<file path="src/rtl/pll_ce_gen_if.sv">
// ---------------------------------------------------------------------------
// pll_ce_gen_if
// Bundles the configuration and enable-output signals of pll_ce_gen.
//
// Signals
//   inc      NUM_CH*ACC_W  per-channel phase increment, ch i = inc[i*ACC_W +: ACC_W]
//   phase    NUM_CH*ACC_W  per-channel start phase, loaded on entry to RUN / resync
//   ch_en    NUM_CH        per-channel run enable
//   resync   1             one-cycle pulse: reload every accumulator from phase
//   ce       NUM_CH        per-channel single-cycle clock enable (from generator)
//   running  1             high while the generator is in RUN (from generator)
//
// Modports
//   master  drives configuration, observes enables (system side)
//   slave   the generator itself
// ---------------------------------------------------------------------------
interface pll_ce_gen_if #(
  parameter int NUM_CH = 4,
  parameter int ACC_W  = 32
);

  logic [NUM_CH*ACC_W-1:0] inc;
  logic [NUM_CH*ACC_W-1:0] phase;
  logic [NUM_CH-1:0]       ch_en;
  logic                    resync;
  logic [NUM_CH-1:0]       ce;
  logic                    running;

  modport master (
    output inc,
    output phase,
    output ch_en,
    output resync,
    input  ce,
    input  running
  );

  modport slave (
    input  inc,
    input  phase,
    input  ch_en,
    input  resync,
    output ce,
    output running
  );

endinterface

</file>
<file path="src/rtl/pll_ce_gen.sv">
// ---------------------------------------------------------------------------
// pll_ce_gen
// Multi-channel fractional clock-enable generator clocked by the fast PLL
// output. Each channel is a phase accumulator whose carry-out becomes a
// single-cycle enable, giving a mean rate of f_clk * inc / 2^ACC_W. All
// enables are gated by a synchronised and debounced PLL lock.
//
// Parameters
//   NUM_CH       number of enable channels (1..16)
//   ACC_W        phase-accumulator width in bits (8..48)
//   LOCK_STABLE  consecutive synchronised-lock cycles required before RUN
//   LOCK_CNT_W   debounce counter width, must be able to hold LOCK_STABLE
//
// Ports
//   clk          fast PLL clock, all logic on the rising edge
//   reset_n      asynchronous active-low reset
//   pll_locked   raw PLL lock, asynchronous to clk
//   bus          pll_ce_gen_if.slave: inc, phase, ch_en, resync in;
//                ce, running out
// ---------------------------------------------------------------------------
module pll_ce_gen #(
  parameter int NUM_CH      = 4,
  parameter int ACC_W       = 32,
  parameter int LOCK_STABLE = 1024,
  parameter int LOCK_CNT_W  = 16
) (
  input  logic          clk,
  input  logic          reset_n,
  input  logic          pll_locked,
  pll_ce_gen_if.slave   bus
);

  typedef enum logic [1:0] {
    WAIT_LOCK = 2'd0,
    STABLE    = 2'd1,
    RUN       = 2'd2
  } state_t;

  localparam logic [LOCK_CNT_W-1:0] LOCK_LAST = LOCK_CNT_W'(LOCK_STABLE - 1);

  // Lock synchroniser: pll_locked is sampled only by sync1_q.
  logic sync1_q;
  logic lk_s_q;

  state_t                 state_q, state_d;
  logic [LOCK_CNT_W-1:0]  cnt_q, cnt_d;
  logic [ACC_W-1:0]       acc_q [NUM_CH];
  logic [ACC_W-1:0]       acc_d [NUM_CH];
  logic [NUM_CH-1:0]      ce_q, ce_d;
  logic                   running_q, running_d;

  // One extra bit per channel so the carry out of the add is the enable.
  logic [ACC_W:0]         sum [NUM_CH];

  always_ff @(posedge clk or negedge reset_n) begin
    if (!reset_n) begin
      sync1_q <= 1'b0;
      lk_s_q  <= 1'b0;
    end else begin
      sync1_q <= pll_locked;
      lk_s_q  <= sync1_q;
    end
  end

  always_comb begin
    for (int i = 0; i < NUM_CH; i++) begin
      sum[i] = {1'b0, acc_q[i]} + {1'b0, bus.inc[i*ACC_W +: ACC_W]};
    end
  end

  // Next-state logic. Outside RUN the accumulators hold and ce is low.
  // Losing lock in RUN leaves immediately and clears ce at the same edge,
  // so a pulse already registered still lasts its full cycle.
  always_comb begin
    state_d = state_q;
    cnt_d   = cnt_q;
    ce_d    = '0;
    for (int i = 0; i < NUM_CH; i++) begin
      acc_d[i] = acc_q[i];
    end

    case (state_q)
      WAIT_LOCK: begin
        cnt_d = '0;
        if (lk_s_q) begin
          state_d = STABLE;
        end
      end

      STABLE: begin
        if (!lk_s_q) begin
          state_d = WAIT_LOCK;
          cnt_d   = '0;
        end else if (cnt_q == LOCK_LAST) begin
          // Entry to RUN only loads phases; the first carry comes from
          // the first add after entry.
          state_d = RUN;
          cnt_d   = '0;
          for (int i = 0; i < NUM_CH; i++) begin
            acc_d[i] = bus.phase[i*ACC_W +: ACC_W];
          end
        end else begin
          cnt_d = cnt_q + 1'b1;
        end
      end

      RUN: begin
        if (!lk_s_q) begin
          state_d = WAIT_LOCK;
          cnt_d   = '0;
        end else if (bus.resync) begin
          for (int i = 0; i < NUM_CH; i++) begin
            acc_d[i] = bus.phase[i*ACC_W +: ACC_W];
          end
        end else begin
          for (int i = 0; i < NUM_CH; i++) begin
            if (bus.ch_en[i]) begin
              acc_d[i] = sum[i][ACC_W-1:0];
              ce_d[i]  = sum[i][ACC_W];
            end
          end
        end
      end

      default: begin
        state_d = WAIT_LOCK;
        cnt_d   = '0;
      end
    endcase

    running_d = (state_d == RUN);
  end

  always_ff @(posedge clk or negedge reset_n) begin
    if (!reset_n) begin
      state_q   <= WAIT_LOCK;
      cnt_q     <= '0;
      ce_q      <= '0;
      running_q <= 1'b0;
      for (int i = 0; i < NUM_CH; i++) begin
        acc_q[i] <= '0;
      end
    end else begin
      state_q   <= state_d;
      cnt_q     <= cnt_d;
      ce_q      <= ce_d;
      running_q <= running_d;
      for (int i = 0; i < NUM_CH; i++) begin
        acc_q[i] <= acc_d[i];
      end
    end
  end

  assign bus.ce      = ce_q;
  assign bus.running = running_q;

endmodule
</file>
<file path="src/flat_wrapper.sv">
// flat-port wrapper written by rule: the top's interface ports become plain ports
module pll_ce_gen_flat 
#(
  parameter int NUM_CH      = 4,
  parameter int ACC_W       = 32,
  parameter int LOCK_STABLE = 1024,
  parameter int LOCK_CNT_W  = 16
)
  (clk, reset_n, pll_locked, bus_inc, bus_phase, bus_ch_en, bus_resync, bus_ce, bus_running);
  pll_ce_gen_if #(.NUM_CH(NUM_CH), .ACC_W(ACC_W)) bus_i ();
  input  logic clk;
  input  logic reset_n;
  input  logic pll_locked;
  input wire logic [$bits(bus_i.inc)-1:0] bus_inc;
  input wire logic [$bits(bus_i.phase)-1:0] bus_phase;
  input wire logic [$bits(bus_i.ch_en)-1:0] bus_ch_en;
  input wire logic [$bits(bus_i.resync)-1:0] bus_resync;
  output wire logic [$bits(bus_i.ce)-1:0] bus_ce;
  output wire logic [$bits(bus_i.running)-1:0] bus_running;
  assign bus_i.inc = bus_inc;
  assign bus_i.phase = bus_phase;
  assign bus_i.ch_en = bus_ch_en;
  assign bus_i.resync = bus_resync;
  assign bus_ce = bus_i.ce;
  assign bus_running = bus_i.running;
  pll_ce_gen #(.NUM_CH(NUM_CH), .ACC_W(ACC_W), .LOCK_STABLE(LOCK_STABLE), .LOCK_CNT_W(LOCK_CNT_W)) u_core (.clk(clk), .reset_n(reset_n), .pll_locked(pll_locked), .bus(bus_i));
endmodule
</file>
<file path="config.mk">
export PLATFORM = sky130hd
export DESIGN_NAME = pll_ce_gen_flat
export DESIGN_NICKNAME = d
export VERILOG_FILES = /design/src/rtl/pll_ce_gen_if.sv /design/src/rtl/pll_ce_gen.sv /design/src/flat_wrapper.sv
export SDC_FILE = /design/constraint.sdc
export NUM_CORES = 1
export LEC_CHECK = 0
export CORE_UTILIZATION = 25
export CTS_CLUSTER_DIAMETER = 60
export DETAILED_ROUTE_END_ITERATION = 12
export GPL_ROUTABILITY_DRIVEN = 0
export PLACE_DENSITY = 0.53
export SETUP_SLACK_MARGIN = 0.15
export SLEW_MARGIN = 10
export SYNTH_ARGS = -nofsm -noshare
export SYNTH_HDL_FRONTEND = slang
export SYNTH_SLANG_ARGS = --single-unit
export TNS_END_PERCENT = 20
</file>
<file path="constraint.sdc">
create_clock -name clk -period 3.6 [get_ports clk]
set_input_delay 1.08 -clock clk [delete_from_list [all_inputs] [get_ports clk]]
set_output_delay 1.08 -clock clk [all_outputs]
set_load 0.1 [all_outputs]
</file>
==> impl_metrics.yaml, run 1 <==
sta:
  hold_viol_final: 0
  setup_viol: 0
  rsz0062_at_grt: "true"
  worstMarginPinSlew_ns: 0.613
  max_freq_mhz: 295
  fin_ws_ns: 0.205
  slew_headroom: 0.591
  fin_setup_tns_ns: 0
  fin_skew_ns: 0.0119
  fin_crit_sh: 0.943
  slew_viol_final: 0
  min_period_ns: 3.39
cts:
  cts_tree: "built"
  root_buffer: "clkbuf_16"
  cts_buffers: 17
  path_clk_slew_ns: 0.07
  cts_buffer_depth: 2
  hold_buffers: 0
  cts.htree.levels: 4
  cts_sinks: 153
  clk_latency_ns: 0.50
setup_path:
  cpMostUsedCell: "o211ai_2"
  required_ns: 3.99
  critical_path_class: "input pin to flop"
  critPathBufInv: 1
  r2r_setup_slack_ns: 0.61
  r2r_end: "u_core.acc_q[63]"
  worstSetupStartpointType: "input pin"
  arrival_ns: 3.78
  critPathLaunch: "bus_inc[96]"
  cp_slowest_cell: "clkdlybuf4s50_1"
  worstRegToRegCells: 11
  rr_startpoint: "u_core.cnt_q[0]"
  cp.depth: 12
  crit_path_end_kind: "flop"
  worstSetupEndpoint: "u_core.acc_q[28]"
  max_stage_delay_ns: 0.41
  path_max_fanout: 3
  critical-path-top-delay-family: "compound AO/OA/AOI/OAI gates"
  worstPathCellList: "clkdlybuf4s50_1 -> ha_1 -> fa_2 -> a211oi_2 -> o211a_1 -> o31a_1 -> o211ai_2 -> o211ai_2 -> o21ai_2 -> a311o_1 -> xor2_1 -> o21a_1"
yosys:
  synth_commonest_cells: "199 x nand2_1, 193 x a21oi_1, 157 x nor2_1"
  syn_nets: 2083
  ys_warn_count: 0
  synth_cells: 1682
  synth.area.top_cells: "dfrtp_1 28%, ha_1 12%, a21oi_1 7.1%"
  ys_ff_latch: 153
  synthDistinctLibCells: 88
  yosysTopAreaCellShare: 0.283
  yosys.area.top_type: "dfrtp_1"
  synth_area_sq_um: 13500
  ys_async_sr_fraction: 1.00
  yosysMostFrequentCell: "nand2_1"
  synth_ff_type: "dfrtp_1"
  yosysSeqAreaShare: 0.283
  synth_edf_count: 0
  avgSynthCellArea_sq_um: 8.04
global_routing:
  grt_pass1_wl_microns: 74600
  grt_pass1_vias: 14100
  overflow: 0
  groute.usage.overall: 0.174
  grt_max_degree: 74
  antenna_found_initial: 1
layout:
  fin_util: 0.362
  drive_above_1_share: 0.157
  area.growth.synth_to_final_pct: 41.8
  multi_input_area_sq_um: 9390
  fin_cells: 2796
  register_area_sq_um: 3830
  finalNetCount: 2499
  fillers: 5500
  diodes: 0
power:
  power.total_mw: 14.6
  power_leakage_nw: 8.34
  p_per_area_nw_per_um2: 759
  ir_drop_v: 0.000410
min_path:
  worstHoldStart: "u_core.sync1_q"
  hold_class: "flop to flop"
detailed_routing:
  drtPass1Iterations: 5
  routed_via_density: 4.96
  post_drt_wl_per_cell_microns: 17.0
  wirelength_microns: 47600
  antenna_left: 0
  num_vias: 13900
  drtIter0Drc: 758
  drc: 0
placement:
  pre_cts_slack_ns: -0.501
  dpl.hpwl_microns: 36900
  port_buffers: 268
  dp_cells: 2764
flow_run:
  cap_violations: 0
floorplanning:
  start_util: 0.255
  die_w_microns: 235
  dieHeight_microns: 235
  core_sq_um: 53000
  io_pins: 269
  dieArea_sq_um: 55000
  rows: 84
outcome:
  outcome: "completed"
[final cells by class]
cell class,instances,share of cell area
Clock buffer,22,0.0253
Clock inverter,7,0.00490
Inverter,39,0.00764
Multi-Input combinational cell,1407,0.490
Sequential cell,153,0.200
Tap cell,688,0.0449
Timing Repair Buffer,480,0.227
[cells in the final DEF (no fill, tap or decap), types with 9 or more instances in the layout]
cell type | netlist | layout
or3_1 | 11 | 11
nand4_1 | 32 | 32
buf_4 | 1 | 210
mux2i_1 | 12 | 12
dfrtp_1 | 153 | 153
xor2_1 | 59 | 59
clkbuf_16 | 0 | 17
a31oi_1 | 26 | 26
a21o_1 | 51 | 51
o31a_1 | 10 | 10
xnor2_1 | 49 | 49
nand2_1 | 199 | 199
a21oi_1 | 193 | 184
o211ai_1 | 11 | 11
o21bai_1 | 14 | 14
and3_1 | 14 | 14
inv_1 | 39 | 39
ha_1 | 133 | 128
clkdlybuf4s50_1 | 0 | 259
nor2b_1 | 13 | 12
a211oi_2 | 3 | 9
nor3_1 | 29 | 29
o21a_1 | 18 | 18
nand3_1 | 36 | 36
a21oi_2 | 4 | 13
o21ai_1 | 13 | 11
o21ai_0 | 148 | 147
nand2b_1 | 15 | 14
nor2_1 | 157 | 157
a211oi_1 | 21 | 15
[per-stage QoR]
| stage | cell area, sq um | hold slack (ns) |
|---|---|---|
| after floorplan | 13500 | 0.331 |
| after global placement | 18400 | 0.337 |
| after detailed placement | 18400 | 0.336 |
| after CTS | 19000 | 0.352 |
| after global routing | 19200 | 0.365 |
| final | 19200 | 0.350 |
[metal layers]
| metal | vias up | wire, microns | GRT usage |
|---|---|---|---|
| li1 | 6985 | - | - |
| met5 | - | 11 | 0 |
| met1 | 6550 | 22100 | 0.223 |
| met4 | 2 | 843 | 0.0548 |
| met2 | 289 | 22600 | 0.294 |
| met3 | 43 | 2030 | 0.0292 |
[what timing repair did]
action | CTS | global route
setup buffers | 1 | 2
gates resized for setup | 3 | 37
hold endpoints to repair | 0 | 0
pin swaps | 6 | 32
endpoints found under the setup margin | 6 | 54
[power by group]
part	leakage [nW]	total, mW	internal, mW	switching [mW]
clock network	0.280	1.91	1.08	0.830
logic	6.20	9.78	4.70	5.08
registers	1.87	2.87	2.44	0.434
total	8.34	14.6	8.21	6.35
[cells by family after synthesis]
kind of cell    count (synthesis)  share of synthesized area
mux                            14                     0.0106
xor+xnor                      108                     0.0700
flops                         153                      0.283
fa+ha+maj                     137                      0.129
compound gates                603                      0.285
simple gates                  545                      0.186
buf+inv                       122                     0.0371
[worst min path at each step]
stage                                to  cells past startpoint
after CTS                 u_core.lk_s_q                      0
after floorplan           u_core.lk_s_q                      0
final                     u_core.lk_s_q                      0
after global placement    u_core.lk_s_q                      0
after detailed placement  u_core.lk_s_q                      0
after global routing      u_core.lk_s_q                      0
[registers in the layout, indices dropped and copies added (netlist names)]
name	flops
u_core.acc_q	128
u_core.bus.ce	4
u_core.bus.running	1
u_core.cnt_q	16
u_core.lk_s_q	1
u_core.state_q	2
u_core.sync1_q	1
(Power assumes the default switching activity.)
==> run 2: changes to the inputs <==
--- a/config.mk
+++ b/config.mk
@@ -11,7 +11,7 @@
 export GPL_ROUTABILITY_DRIVEN = 0
 export PLACE_DENSITY = 0.53
 export SETUP_SLACK_MARGIN = 0.15
-export SLEW_MARGIN = 10
+export SLEW_MARGIN = 5
 export SYNTH_ARGS = -nofsm -noshare
 export SYNTH_HDL_FRONTEND = slang
 export SYNTH_SLANG_ARGS = --single-unit
==> results of run 2 <==
Final layout, timing and power as in run 1 (identical DEF).
